[config.mk]
export PLATFORM = sky130hd
export DESIGN_NAME = mips_multicycle_ctrl
export DESIGN_NICKNAME = d
export VERILOG_FILES = /design/src/rtl/mips_multicycle_ctrl.sv
export SDC_FILE = /design/constraint.sdc
export NUM_CORES = 1
export LEC_CHECK = 0
export ABC_AREA = 0
export BUFFER_PORTS_ARGS = -buffer_cell sky130_fd_sc_hd__buf_2
export CORE_MARGIN = 2
export CORE_UTILIZATION = 45
export CTS_CLUSTER_DIAMETER = 30
export DETAILED_ROUTE_END_ITERATION = 6
export GPL_TIMING_DRIVEN = 0
export PLACE_DENSITY = 0.78
export SLEW_MARGIN = 20
export SYNTH_ARGS = -nofsm -noshare
export SYNTH_HDL_FRONTEND = slang
export SYNTH_SLANG_ARGS = --single-unit
[constraint.sdc]
create_clock -name clk -period 1.5 [get_ports clk]
set_input_delay 0.15 -clock clk [delete_from_list [all_inputs] [get_ports clk]]
set_output_delay 0.15 -clock clk [all_outputs]
set_load 0.01 [all_outputs]
[src/rtl/mips_multicycle_ctrl.sv]
// mips_multicycle_ctrl: main control FSM for the multicycle MIPS core.
// It decodes op/funct, sequences the datapath through fetch, decode,
// execute, memory and writeback steps, and stalls on mem_ready.
// Optional feature macro: MIPS_CTRL_ZEROEXT_EN enables andi/ori with a
// zero-extended immediate (extsel=1). Without it, those opcodes are illegal
// and extsel is constant 0.
// Ports:
//   clk, reset_n           clock, async active-low reset
//   op, funct              instruction fields from the IR
//   zero                   ALU zero flag (beq)
//   mem_ready              memory completes the access this cycle
//   pcen, irwrite          PC / IR enables
//   memwrite, regwrite     memory write strobe / register file write enable
//   iord, regdst, memtoreg address, destination and writeback selects
//   alusrca, alusrcb       ALU operand selects
//   pcsrc, alucontrol      next-PC select / ALU operation
//   extsel                 0 = sign-extend, 1 = zero-extend immediate
//   illegal_op             one-cycle pulse on unsupported op/funct
//   state                  current state, for debug
module mips_multicycle_ctrl (
  input  logic       clk,
  input  logic       reset_n,
  input  logic [5:0] op,
  input  logic [5:0] funct,
  input  logic       zero,
  input  logic       mem_ready,
  output logic       pcen,
  output logic       irwrite,
  output logic       memwrite,
  output logic       regwrite,
  output logic       iord,
  output logic       regdst,
  output logic       memtoreg,
  output logic       alusrca,
  output logic [1:0] alusrcb,
  output logic [1:0] pcsrc,
  output logic [2:0] alucontrol,
  output logic       extsel,
  output logic       illegal_op,
  output logic [3:0] state
);
  localparam int unsigned SW = 4;

  localparam logic [SW-1:0] S_FETCH   = 4'd0;
  localparam logic [SW-1:0] S_DECODE  = 4'd1;
  localparam logic [SW-1:0] S_MEMADR  = 4'd2;
  localparam logic [SW-1:0] S_MEMRD   = 4'd3;
  localparam logic [SW-1:0] S_MEMWB   = 4'd4;
  localparam logic [SW-1:0] S_MEMWR   = 4'd5;
  localparam logic [SW-1:0] S_RTYPEEX = 4'd6;
  localparam logic [SW-1:0] S_ALUWB   = 4'd7;
  localparam logic [SW-1:0] S_BEQEX   = 4'd8;
  localparam logic [SW-1:0] S_ADDIEX  = 4'd9;
  localparam logic [SW-1:0] S_IMMWB   = 4'd10;
  localparam logic [SW-1:0] S_JEX     = 4'd11;
  localparam logic [SW-1:0] S_ANDIEX  = 4'd12;
  localparam logic [SW-1:0] S_ORIEX   = 4'd13;

  localparam logic [5:0] OP_RTYPE = 6'b000000;
  localparam logic [5:0] OP_LW    = 6'b100011;
  localparam logic [5:0] OP_SW    = 6'b101011;
  localparam logic [5:0] OP_BEQ   = 6'b000100;
  localparam logic [5:0] OP_ADDI  = 6'b001000;
  localparam logic [5:0] OP_J     = 6'b000010;
`ifdef MIPS_CTRL_ZEROEXT_EN
  localparam logic [5:0] OP_ANDI  = 6'b001100;
  localparam logic [5:0] OP_ORI   = 6'b001101;
`endif

  localparam logic [2:0] ALU_ADD = 3'b010;
  localparam logic [2:0] ALU_SUB = 3'b110;
  localparam logic [2:0] ALU_AND = 3'b000;
  localparam logic [2:0] ALU_OR  = 3'b001;
  localparam logic [2:0] ALU_SLT = 3'b111;

  logic [SW-1:0] state_q, state_d;
  logic [SW-1:0] dec_next;
  logic          dec_ok;
  logic [2:0]    rtype_alu;
  logic          rtype_ok;

  // Opcode decode: execute-state target and legality
  always_comb begin
    dec_next = S_FETCH;
    dec_ok   = 1'b1;
    case (op)
      OP_LW, OP_SW: dec_next = S_MEMADR;
      OP_RTYPE:     dec_next = S_RTYPEEX;
      OP_BEQ:       dec_next = S_BEQEX;
      OP_ADDI:      dec_next = S_ADDIEX;
      OP_J:         dec_next = S_JEX;
`ifdef MIPS_CTRL_ZEROEXT_EN
      OP_ANDI:      dec_next = S_ANDIEX;
      OP_ORI:       dec_next = S_ORIEX;
`endif
      default:      dec_ok   = 1'b0;
    endcase
  end

  // R-type funct decode
  always_comb begin
    rtype_alu = ALU_ADD;
    rtype_ok  = 1'b1;
    case (funct)
      6'b100000: rtype_alu = ALU_ADD;
      6'b100010: rtype_alu = ALU_SUB;
      6'b100100: rtype_alu = ALU_AND;
      6'b100101: rtype_alu = ALU_OR;
      6'b101010: rtype_alu = ALU_SLT;
      default:   rtype_ok  = 1'b0;
    endcase
  end

  // State register
  always_ff @(posedge clk or negedge reset_n) begin
    if (!reset_n) state_q <= S_FETCH;
    else          state_q <= state_d;
  end

  // Next-state logic
  always_comb begin
    state_d = S_FETCH;
    case (state_q)
      S_FETCH:   state_d = mem_ready ? S_DECODE : S_FETCH;
      S_DECODE:  state_d = dec_next;
      S_MEMADR:  state_d = (op == OP_LW) ? S_MEMRD : S_MEMWR;
      S_MEMRD:   state_d = mem_ready ? S_MEMWB : S_MEMRD;
      S_MEMWR:   state_d = mem_ready ? S_FETCH : S_MEMWR;
      S_RTYPEEX: state_d = rtype_ok ? S_ALUWB : S_FETCH;
      S_ADDIEX, S_ANDIEX, S_ORIEX: state_d = S_IMMWB;
      default:   state_d = S_FETCH;
    endcase
  end

  // Output decode; everything held at 0 while reset is asserted
  always_comb begin
    pcen       = 1'b0;
    irwrite    = 1'b0;
    memwrite   = 1'b0;
    regwrite   = 1'b0;
    iord       = 1'b0;
    regdst     = 1'b0;
    memtoreg   = 1'b0;
    alusrca    = 1'b0;
    alusrcb    = 2'b00;
    pcsrc      = 2'b00;
    alucontrol = 3'b000;
    extsel     = 1'b0;
    illegal_op = 1'b0;
    if (reset_n) begin
      case (state_q)
        S_FETCH: begin
          alusrcb    = 2'b01;
          alucontrol = ALU_ADD;
          irwrite    = mem_ready;
          pcen       = mem_ready;  // one PC advance per fetch, on completion
        end
        S_DECODE: begin
          alusrcb    = 2'b11;
          alucontrol = ALU_ADD;
          illegal_op = ~dec_ok;
        end
        S_MEMADR: begin
          alusrca    = 1'b1;
          alusrcb    = 2'b10;
          alucontrol = ALU_ADD;
        end
        S_MEMRD: iord = 1'b1;
        S_MEMWB: begin
          memtoreg = 1'b1;
          regwrite = 1'b1;
        end
        S_MEMWR: begin
          iord     = 1'b1;
          memwrite = 1'b1;
        end
        S_RTYPEEX: begin
          alusrca    = 1'b1;
          alucontrol = rtype_alu;
          illegal_op = ~rtype_ok;
        end
        S_ALUWB: begin
          regdst   = 1'b1;
          regwrite = 1'b1;
        end
        S_BEQEX: begin
          alusrca    = 1'b1;
          alucontrol = ALU_SUB;
          pcsrc      = 2'b01;
          pcen       = zero;
        end
        S_ADDIEX: begin
          alusrca    = 1'b1;
          alusrcb    = 2'b10;
          alucontrol = ALU_ADD;
        end
        S_ANDIEX: begin
          alusrca    = 1'b1;
          alusrcb    = 2'b10;
          alucontrol = ALU_AND;
`ifdef MIPS_CTRL_ZEROEXT_EN
          extsel     = 1'b1;
`endif
        end
        S_ORIEX: begin
          alusrca    = 1'b1;
          alusrcb    = 2'b10;
          alucontrol = ALU_OR;
`ifdef MIPS_CTRL_ZEROEXT_EN
          extsel     = 1'b1;
`endif
        end
        S_IMMWB: regwrite = 1'b1;
        S_JEX: begin
          pcsrc = 2'b10;
          pcen  = 1'b1;
        end
        default: ;
      endcase
    end
  end

  assign state = state_q;

endmodule

; Word-level counts from Yosys, hierarchy flattened
; Index checks and enable logic that the tools add are counted.
[classes]
n_eq_ne = 23
mux = 34
bitwise_logic = 2
reduce_logical = 11
[op_table]
columns = operator, n
row1 = $eq A6 B6 Y1 const B, 7
row2 = $pmux W4 S7, 1
row3 = $eq A4 B4 Y1 const B, 6
row4 = $pmux W3 S4, 2
row5 = $pmux W4 S5, 1
row6 = $mux W1, 19
row7 = $eq A4 B3 Y1 const B, 4
row8 = $mux W3, 5
row9 = $reduce_or A6 Y1, 2
row10 = $eq A4 B2 Y1 const B, 2
row11 = $reduce_or A4 Y1, 2
row12 = $eq A6 B2 Y1 const B, 1
row13 = $eq A6 B3 Y1 const B, 1
row14 = $eq A6 B4 Y1 const B, 1
row15 = $logic_not A6 Y1, 1
row16 = $pmux W2 S3, 1
row17 = $reduce_or A3 Y1, 2
row18 = $reduce_or A5 Y1, 1
row19 = $eq A4 B1 Y1 const B, 1
row20 = $logic_not A4 Y1, 1
row21 = $mux W2, 2
row22 = $pmux W2 S2, 1
row23 = $reduce_or A2 Y1, 2
row24 = $pmux W1 S3, 1
row25 = other kinds (2), 3
[totals]
regBits = 4
input_bits = 16
out_inout_bits = 21

; Depth between registers and ports, before layout
[logic_depth]
word_depth = 6
depth_mapped = 5
mapped_depth_nobuf = 4

; Least setup slack after synthesis
; OpenSTA, ideal clock, no wires.
[synth_timing]
path_kind = register -> output
startpoint = reg state_q[1], in the netlist state[1]
endpoint = out pcen
arrival_ps = 1378
path_slack_ps = -28
stages_incl_launch_ff = 6
n_path_buf = 2
path_cell_list = dfrtp_1 buf_2 clkbuf_1 nor4b_1 a21oi_1 nor3b_1
[synth_between]
elab_chain_cells = 3
[synth_rtl]
columns = element, line_no
row1 = start: declaration, 76  ; logic [SW-1:0] state_q, state_d;
row2 = start signal: assignment, 117  ; else state_q <= state_d;
row3 = $eq A4 B4 Y1 / $logic_not A4 Y1 (equally long branches), 151  ; case (state_q)
row4 = $pmux W1 S3 (*), 151
row5 = $mux W1 (*), 150  ; if (reset_n) begin
row6 = end: declaration, 27  ; output logic pcen,
; Mark *: on every way between the ends. The rest lies on a longest branch, timed or not.

; Final worst setup path
[layout_timing]
startpoint = reg state_q[1], in the netlist state[1]
endpoint = out alucontrol[2]
[layout_between]
elab_chain_cells = 4
[layout_rtl]
columns = element, line_no
row1 = "$eq A4 B4 Y1, or another cell as far along", 151
row2 = $reduce_or A4 Y1 (no source line), -
row3 = $pmux W3 S4 (*), 151
row4 = $mux W3 (*), 150
row5 = end: declaration, 37  ; output logic [2:0] alucontrol,
; Marked as above.

==> metrics.txt <==
Final min period about 1.7 ns; RR Startpoint state[2]$_DFF_PN0_; Worst R2R Setup Slack approximately 0.020 ns; NumNets Final 180; synthesized area per cell 6.64 um2; RSZ-0062 raised after global routing yes; status finished, violations left; Antenna Nets Post-Route 0; Bufs on Longest Clock Path 2; Worst Path Max Fanout 5; later-pin clock latency in the skew report 0.25 ns; worst vdd ir around 750 uV; maximum clock rate ~0.60 GHz; WP data required roughly 1.4 ns; RR Endpoint state[2]$_DFF_PN0_; clock slew at reported path FFs ~0.050 ns; hold depth 4; Max Cap Viol 0; Max Slew Vio Count 0; Hold Slack roughly 0.29 ns; First-pass DRT Iterations 4; Avg Vias per Cell between 6 and 7; die footprint 1960 um2; share of the synthesized area in the top cell type 0.137; die height roughly 44 um; CP Launch Type flip-flop; WL/cell 16.8 um; htree depth 1; DR vias approximately 1100; DRC Markers 0; Async SR Flop Fraction 1.00; Final WS setup -0.178 ns; design area about 1200 um2; clock skew ~0.0046 ns; initial antenna violation count 0; n_diodes 0; final core occ 0.810; Lkg Pwr slightly below 0.0006 uW; Synth cell types 43; FF+latch count, synth 4; Rows 14; Seq/Total Area, Yosys 0.137; routed wire length roughly 3000 um; clk sinks 4; top cells by area, synth dfrtp_1, nor2_1, nor2b_1, nor3_1, nand3_1; synthesized net count 126; Area after DPL 926 um2; Die Width around 44 um; Post-synth EDFFs 0; first-pass GRT wire length between 4000 and 5000 um; Hold Path Sink state[0]$_DFF_PN0_; crit path DAT between 1.5 and 2 ns; Total GRT Usage 0.295; core region area roughly 1500 um2; setup violators final 14; Final GP Congestion a little over 0.8; Worst Hold Class primary input to flip-flop; total power 1000 uW; Cell Area, Synth 731 um2; Port Buffers 34; HPWL after detailed placement ~1700 um; TritonCTS clock tree built; max reg flops 4; largest net degree at the start of global routing 11; First DRT Iteration DRCs 54; GRT overflow 0; failing checks negative setup slack; Post-synth top flop dfrtp_1; Reg2Reg Depth 5; Root Driver clkbuf_4; yosys warns 0; Synth area leader dfrtp_1; final worst-path cycle share 1.12; Worst Setup Path Type flip-flop to output port; starting density of the core 0.485; proportion of layout cells with a drive suffix above 1 0.525; Mapped Cells between 100 and 150; pwr/cell area ~820 nW/um2; hold_sp op[5]; I/O pin count 37; pre-CTS setup slack -0.257 ns; TritonCTS Buffers 3; number of global-route vias before repair 959; crit end category output port; Hold Violations, Final 0; area grow syn2layout 67.0%
[critical path, cell delays in order (launching register included)]
cell,delay (ns)
dfrtp_1,0.38
buf_4,0.15
buf_2,0.14
nand2b_4,0.15
o22ai_1,0.13
and3b_1,0.19
buf_2,0.13
[per-stage QoR]
stage,cells,TNS [ns]
finish,178,-1.57
global route,178,-2.08
CTS,173,-0.995
detailed placement,160,-0.472
global placement,160,-0.422
floorplan,110,0
[worst max-delay path by stage]
stage,from,to,slack [ns],depth (start not counted)
floorplan,state[1]$_DFF_PN0_,illegal_op,0.04,5
global placement,state[1]$_DFF_PN0_,illegal_op,-0.19,6
detailed placement,state[1]$_DFF_PN0_,illegal_op,-0.26,6
CTS,state[1]$_DFF_PN0_,pcen,-0.16,6
global route,state[0]$_DFF_PN0_,pcen,-0.21,6
finish,state[1]$_DFF_PN0_,alucontrol[2],-0.18,6
[power breakdown]
part | switching (uW) | internal [uW] | total [uW]
clock | 60.5 | 90.6 | 151
combinational | 353 | 331 | 684
sequential | 37.0 | 127 | 165
[cell families after synthesis]
family | share of synthesized area
AO/OA/AOI/OAI | 0.243
XOR/XNOR | 0.0360
buffers and inverters | 0.0925
flip-flops | 0.137
other | 0.00513
AND/OR/NAND/NOR | 0.486
[routing by layer]
metal	wire [um]	vias up	GRT usage
met5	0	-	0
met4	101	0	0.0970
met3	209	10	0.0204
met2	1490	84	0.541
met1	1200	522	0.360
li1	-	507	-
[layout make-up]
type | instances | area [um2]
buffer | 10 | 93.8
multi-input combinational | 92 | 658
tap | 16 | 20.0
fill | 92 | 287
sequential | 4 | 103
clock buffer | 3 | 22.5
timing repair buffer | 50 | 309
inverter | 3 | 13.8
[repair_timing]
action,4_1_cts,5_1_grt
endpoints found under the setup margin,16,16
setup buffers,9,5
pin swaps,10,9
cloned,1,0
hold buffers,1,0
resized for setup,27,19
hold endpoints to repair,4,0
[layout by cell type (no fill, tap or decap), types with 3 or more instances in the layout]
master    count
nand2_1       7
clkbuf_4      5
buf_6         8
buf_4        10
nand3_1       5
nor2b_1       4
a21oi_1       3
nand4_1       3
nor3_1        7
o21ai_0       4
nand2b_1      3
nor2_1       11
buf_2        36
[synthesized netlist by cell type (2+ instances only)]
cell type,count
clkbuf_1,6
nand2b_1,4
inv_1,3
o21ai_0,4
nor3b_1,2
xor2_1,2
dfrtp_1,4
nor2_1,12
nor3_1,8
nand4_1,3
nor2b_1,7
nand2_1,8
buf_2,3
a211oi_1,3
a21oi_1,5
nor4b_1,3
nand3_1,7
(Power assumes the default switching activity.)
